**src/rtl/bcd_pkg.sv**
```systemverilog
// rtl/bcd_pkg.sv - shared BCD digit type, limits and clamp helper
package bcd_pkg;

  typedef logic [3:0] bcd_digit_t;

  localparam bcd_digit_t BCD_MAX = 4'd9;
  localparam bcd_digit_t BCD_MIN = 4'd0;

  // Force an arbitrary nibble into legal BCD range
  function automatic bcd_digit_t bcd_clamp(input bcd_digit_t d);
    return (d > BCD_MAX) ? BCD_MAX : d;
  endfunction

endpackage

```
**src/rtl/bcd_digit_updn.sv**
```systemverilog
// rtl/bcd_digit_updn.sv - single BCD digit cell with load, clear and up/down step
module bcd_digit_updn
  import bcd_pkg::*;
(
  input  logic       clk,
  input  logic       rst,
  input  logic       clr,
  input  logic       load,
  input  bcd_digit_t ld_digit,
  input  logic       step,
  input  logic       up_dn,
  output bcd_digit_t digit,
  output logic       at_max,
  output logic       at_min
);

  // Digit register: reset/clear, then load, then a ripple step that rolls over at the limits
  always_ff @(posedge clk) begin
    if (rst || clr) begin
      digit <= BCD_MIN;
    end else if (load) begin
      digit <= ld_digit;
    end else if (step) begin
      if (up_dn) begin
        digit <= (digit == BCD_MAX) ? BCD_MIN : digit + 4'd1;
      end else begin
        digit <= (digit == BCD_MIN) ? BCD_MAX : digit - 4'd1;
      end
    end
  end

  assign at_max = (digit == BCD_MAX);
  assign at_min = (digit == BCD_MIN);

endmodule

```
**src/rtl/bcd_counter_ndigit.sv**
```systemverilog
// rtl/bcd_counter_ndigit.sv - N-digit BCD up/down counter with wrap/saturate and overflow flag
module bcd_counter_ndigit
  import bcd_pkg::*;
#(
  parameter int DIGITS   = 4,
  parameter int SATURATE = 0
) (
  input  logic                  clk,
  input  logic                  rst,
  input  logic                  clr,
  input  logic                  load,
  input  logic [4*DIGITS-1:0]   load_val,
  input  logic                  en,
  input  logic                  up_dn,
  output logic [4*DIGITS-1:0]   count,
  output logic                  tc,
  output logic                  ovf,
  output logic                  load_err
);

  localparam logic SAT_EN = (SATURATE != 0);

  logic [DIGITS-1:0]   at_max;
  logic [DIGITS-1:0]   at_min;
  logic [DIGITS-1:0]   step;
  logic [4*DIGITS-1:0] ld_clamped;
  logic                ld_bad;

  // Terminal count looks only at the live count, enable and direction
  assign tc = en & (up_dn ? (&at_max) : (&at_min));

  // Ripple-enable chain; in saturate mode the terminal event blocks every digit from stepping
  always_comb begin
    step    = '0;
    step[0] = en & ~(SAT_EN & tc);
    for (int k = 1; k < DIGITS; k++) begin
      step[k] = step[k-1] & (up_dn ? at_max[k-1] : at_min[k-1]);
    end
  end

  // Clamp each load nibble to 9 and flag whether any nibble needed clamping
  always_comb begin
    ld_clamped = '0;
    ld_bad     = 1'b0;
    for (int k = 0; k < DIGITS; k++) begin
      ld_clamped[4*k +: 4] = bcd_clamp(load_val[4*k +: 4]);
      if (load_val[4*k +: 4] > BCD_MAX) begin
        ld_bad = 1'b1;
      end
    end
  end

  for (genvar g = 0; g < DIGITS; g++) begin : g_digit
    bcd_digit_updn u_digit (
      .clk      (clk),
      .rst      (rst),
      .clr      (clr),
      .load     (load),
      .ld_digit (ld_clamped[4*g +: 4]),
      .step     (step[g]),
      .up_dn    (up_dn),
      .digit    (count[4*g +: 4]),
      .at_max   (at_max[g]),
      .at_min   (at_min[g])
    );
  end

  // Sticky overflow survives loads; load_err pulses only in the cycle after a clamped load
  always_ff @(posedge clk) begin
    if (rst || clr) begin
      ovf      <= 1'b0;
      load_err <= 1'b0;
    end else if (load) begin
      load_err <= ld_bad;
    end else begin
      load_err <= 1'b0;
      if (tc) begin
        ovf <= 1'b1;
      end
    end
  end

endmodule

```
**config.mk**
```make
export PLATFORM = sky130hd
export DESIGN_NAME = bcd_counter_ndigit
export DESIGN_NICKNAME = d
export VERILOG_FILES = /design/src/rtl/bcd_pkg.sv /design/src/rtl/bcd_digit_updn.sv /design/src/rtl/bcd_counter_ndigit.sv
export SDC_FILE = /design/constraint.sdc
export NUM_CORES = 1
export LEC_CHECK = 0
export ABC_CLOCK_PERIOD_IN_PS = 5300
export CORE_MARGIN = 1
export CORE_UTILIZATION = 53
export CTS_CLUSTER_DIAMETER = 30
export DETAILED_ROUTE_END_ITERATION = 8
export GPL_ROUTABILITY_DRIVEN = 0
export PLACE_DENSITY_LB_ADDON = 0.12
export SKIP_LAST_GASP = 1
export SLEW_MARGIN = 10
export SYNTH_ARGS = -nofsm -noshare
export SYNTH_HDL_FRONTEND = slang
export SYNTH_SLANG_ARGS = --single-unit
```
**constraint.sdc**
```tcl
create_clock -name clk -period 5.3 [get_ports clk]
set_input_delay 1.06 -clock clk [delete_from_list [all_inputs] [get_ports clk]]
set_output_delay 1.06 -clock clk [all_outputs]
set_load 0.02 [all_outputs]
```
======== Word-level counts from Yosys, hierarchy flattened ========
Cells that the tools add are included.
word-level totals
  register bits after elaboration ......... 18
  input bits .............................. 22
  output and inout port bits .............. 19
  logic and storage cells ................. 72
operators by class
  add/sub/neg operators ................... 8
  magnitude comparators ................... 4
  equal/unequal tests ..................... 4
  muxes and demuxes ....................... 32
  bitwise operators ....................... 5
  reduce and logical (&&, ||, !) cells .... 13
operator list
  operator             count
  $mux 4               24
  $add 4x1->4 const B  4
  $eq 4x4->1 const B   4
  $gt 4x4->1 const B   4
  $logic_not 4->1      4
  $sub 4x1->4 const B  4
  $mux 1               8
  $reduce_and 4->1     2
  $reduce_bool 2->1    4
  $and 1x1->1          4
  $reduce_and 2->1     1
  $reduce_or 2->1      1
  $logic_or 1x1->1     1
  $not 1->1            1

======== Logic depth before layout (Yosys ltp) ========
  word-level depth ........................ 7
  gate-level depth with buffers ........... 7
  mapped depth without buffers ............ 5

======== By module ========
Synthesis repeated with hierarchy kept, for this count alone.
unflattened totals
  cells, all modules ...................... 231
  area total of the unflattened synthesis .. 1641.6 um^2
modules (own cells, without submodules)
  module              instances  cells each  area an instance (um^2)  sequential area each (um^2)
  bcd_digit_updn      4          48          344.1                    80.1
  bcd_counter_ndigit  1          39          265.3                    40.0

======== Worst setup path before layout ========
OpenSTA, ideal clock, no wires.
  path type ............................... in2out
  start ................................... input port up_dn
  end ..................................... output port tc
  data arrival time ....................... 2.262 ns
  data required time ...................... 4.240 ns
  slack ................................... 1.978 ns
  stages .................................. 5
  path through ............................ clkbuf_1 > nand2_1 > or4_1 > o21ai_1 > and3_1
between the ends
  longest elaborated chain between the ends .. 2
RTL lines
  what         RTL line                  source
  from (decl)  bcd_counter_ndigit.sv:14  input logic up_dn,
  $mux 1       bcd_counter_ndigit.sv:30  assign tc = en & (up_dn ? (&at_max) : (&at_min));
  $and 1x1->1  bcd_counter_ndigit.sv:30
  to (decl)    bcd_counter_ndigit.sv:16  output logic tc,
Every way passes these cells.

======== Worst setup path after layout ========
  start ................................... input port en
  end ..................................... output port tc
between the ends
  longest elaborated chain between the ends .. 1
RTL lines
  what         RTL line                  source
  from (decl)  bcd_counter_ndigit.sv:13  input logic en,
  $and 1x1->1  bcd_counter_ndigit.sv:30
Every way passes these cells.

==> flow_metrics.env <==
export IMPL_status="finished clean"
export IMPL_setup_ws_ps=1143
export IMPL_synth_top_cell_area_share=0.2284
export IMPL_static_leakage_power_nw=0.6757
export IMPL_async_flop_share=0
export IMPL_drive_above_1_share=0.07627
export IMPL_worstSetupEndpointType="output pin"
export IMPL_synthDistinctLibCells=63
export IMPL_max_freq_mhz=240.5
export IMPL_cts_sinks=18
export IMPL_syn_inst=212
export IMPL_die_y_microns=56.56
export IMPL_cp_slowest_cell="clkdlybuf4s50_1"
export IMPL_path_common_cell="clkdlybuf4s50_1"
export IMPL_post_dp_hpwl_microns=3022
export IMPL_clock_path_buffers=2
export IMPL_cp_data_arrival_time_ps=3100
export IMPL_crit_chain="clkdlybuf4s50_1 > or3b_4 > nor2_1 > and3_1 > clkdlybuf4s50_1"
export IMPL_die_w_microns=56.56
export IMPL_worstHoldEndpoint="ovf$_SDFFE_PP0P_"
export IMPL_firstDrtPassIters=5
export IMPL_ys_seq_area_frac=0.2284
export IMPL_postPlaceCellArea_sq_mm=0.001922
export IMPL_rsz0062_at_grt="false"
export IMPL_slew_headroom=0.5572
export IMPL_drtIter0Drc=81
export IMPL_start_util=0.5673
export IMPL_p_comb_frac=0.306
export IMPL_switching_share=0.3333
export IMPL_grt_pass1_vias=1591
export IMPL_worstHoldStart="ovf$_SDFFE_PP0P_"
export IMPL_place_ws_ps=1160
export IMPL_tns_ps=0
export IMPL_post_route_min_period_ps=4157
export IMPL_syn_to_final_growth_pct=24.11
export IMPL_reg2reg_slack_ps=3190
export IMPL_wl_per_cell_microns=15.77
export IMPL_yosysMostFrequentCell="a21oi_1"
export IMPL_cts_setup_buffers=0
export IMPL_internal_power_mw=0.2355
export IMPL_hold_viol=0
export IMPL_syn_area_sq_mm=0.001578
export IMPL_cts_resized=0
export IMPL_core_area_sq_mm=0.002781
export IMPL_diodes=0
export IMPL_wl_microns=4211
export IMPL_syn_avg_cell_area_sq_um=7.442
export IMPL_insertion_delay_ps=310
export IMPL_yosys_top_cells_count="a21oi_1, dfxtp_1, nor2_1"
export IMPL_clk_pin_slew_ps=110
export IMPL_crit_reg2reg_capture="g_digit[2].u_digit.digit[0]$_SDFFE_PP0P_"
export IMPL_max_stage_delay_ps=630
export IMPL_reg2reg_depth=5
export IMPL_grt_overflow=0
export IMPL_grt_use_total=0.2755
export IMPL_synth_edf_count=0
export IMPL_skew_ps=9.885
export IMPL_fin_area_sq_mm=0.001958
export IMPL_slew_violations=0
export IMPL_via_per_inst=6.419
export IMPL_yosysWarnings=0
export IMPL_cts_tree="built"
export IMPL_cts_root_buf="clkbuf_4"
export IMPL_htree_levels=1
export IMPL_cts_hold_buf=0
export IMPL_start_kind="input port"
export IMPL_io_pin_count=41
export IMPL_p_sw_mw=0.1177
export IMPL_yosys_register_bits=18
export IMPL_dr_total_vias=1714
export IMPL_antenna_found_initial=0
export IMPL_criticalPathCategory="input port to output pin"
export IMPL_r2r_start="g_digit[0].u_digit.digit[0]$_SDFFE_PP0P_"
export IMPL_finalCritPeriodShare=0.7844
export IMPL_io_buffers=40
export IMPL_drv_cap=0
export IMPL_worstPathRequired_ps=4240
export IMPL_ir_drop_uv=135.8
export IMPL_seqPwrFrac=0.438
export IMPL_worst_pin_slew_ps=661.8
export IMPL_pwr_share_clk=0.256
export IMPL_syn_num_nets=234
export IMPL_p_per_area_mw_per_mm2=180.4
export IMPL_ant_nets=0
export IMPL_whs_path_depth=2
export IMPL_grt_pass1_wl_microns=6975
export IMPL_final_nets=259
export IMPL_crit_path_max_fanout=8
export IMPL_yosys_area_top_type="dfxtp_1"
export IMPL_synth_flop_cell="dfxtp_1"
export IMPL_fin_hold_ws_ps=512.3
export IMPL_yosys_top_cells_area="dfxtp_1, a21oi_1, nor2_1"
export IMPL_design_die_area_sq_mm=0.003199
export IMPL_hold_class="register to register"
export IMPL_power_mw=0.3533
export IMPL_grt_start_max_net_pins=31
export IMPL_num_rows=19
export IMPL_setup_violations=0
export IMPL_drc=0
export IMPL_numCtsBuffers=3
routing by layer:
layer | global-route usage | share of wire | vias up
met5 | 0 | 0 | -
met4 | 0.1185 | 0.019 | 0
met3 | 0.03687 | 0.049 | 8
met2 | 0.4723 | 0.50 | 65
met1 | 0.3423 | 0.44 | 804
li1 | - | - | 837
cell usage in the layout, fill, tap and decap left out, types with 3 or more instances in the layout:
cell              n
clkdlybuf4s50_1  40
a21oi_1          19
dfxtp_1          18
nor2_1           17
o21ai_0          12
nand2_1          10
nand3_1           9
inv_1             8
nand2b_1          7
nor3_1            5
o21ai_1           5
xnor2_1           5
nand4_1           4
nor4_1            4
xor2_1            4
a221oi_1          3
a31oi_1           3
nand3b_1          3
a22oi_1           3
clkbuf_4          3
worst max-delay path, delay by kind of cell:
| family | cells | cell delay (ps) |
|---|---|---|
| buffers and inverters | 2 | 1240 |
| and+or+nand+nor | 3 | 790 |
registers in the layout (all words and copies together), names as in the netlist:
signal / flops
load_err: 1
ovf: 1
g_digit.u_digit.digit: 16
power by group through the flow:
stage	Combinational (mW)	Sequential, mW	Clock, mW
global placement	0.104	0.157	0
global route	0.118	0.156	0.0957
CTS	0.107	0.154	0.0945
finish	0.108	0.155	0.0906
detailed placement	0.107	0.157	0
floorplan	0.0715	0.154	0
cell families after synthesis:
| family | synth area share |
|---|---|
| multiplexers | 0.01983 |
| buffers and inverters | 0.09120 |
| AND/OR/NAND/NOR | 0.2546 |
| flip-flops | 0.2284 |
| XOR/XNOR | 0.04996 |
| AO/OA/AOI/OAI | 0.3561 |
through the flow:
step,util,cells
final,0.7040,267
after global routing,0.7040,267
after CTS,0.7040,267
after detailed placement,0.6910,263
after global placement,0.6910,263
after floorplan,-,212
final cells by class:
cell class	instances	area (sq um)
multi-input combinational	163	1074
tap	31	38.79
inverter	9	33.78
sequential	18	360.3
fill	228	823.3
clock buffer	4	36.28
timing repair buffer	42	415.4
worst max-delay path by stage:
stage                     depth (start not counted)  startpoint  endpoint
after floorplan                                   5       up_dn        tc
after global placement                            5          en        tc
after detailed placement                          5          en        tc
after CTS                                         5          en        tc
after global routing                              7       up_dn        tc
final                                             5          en        tc
(Power assumes the default switching activity.)
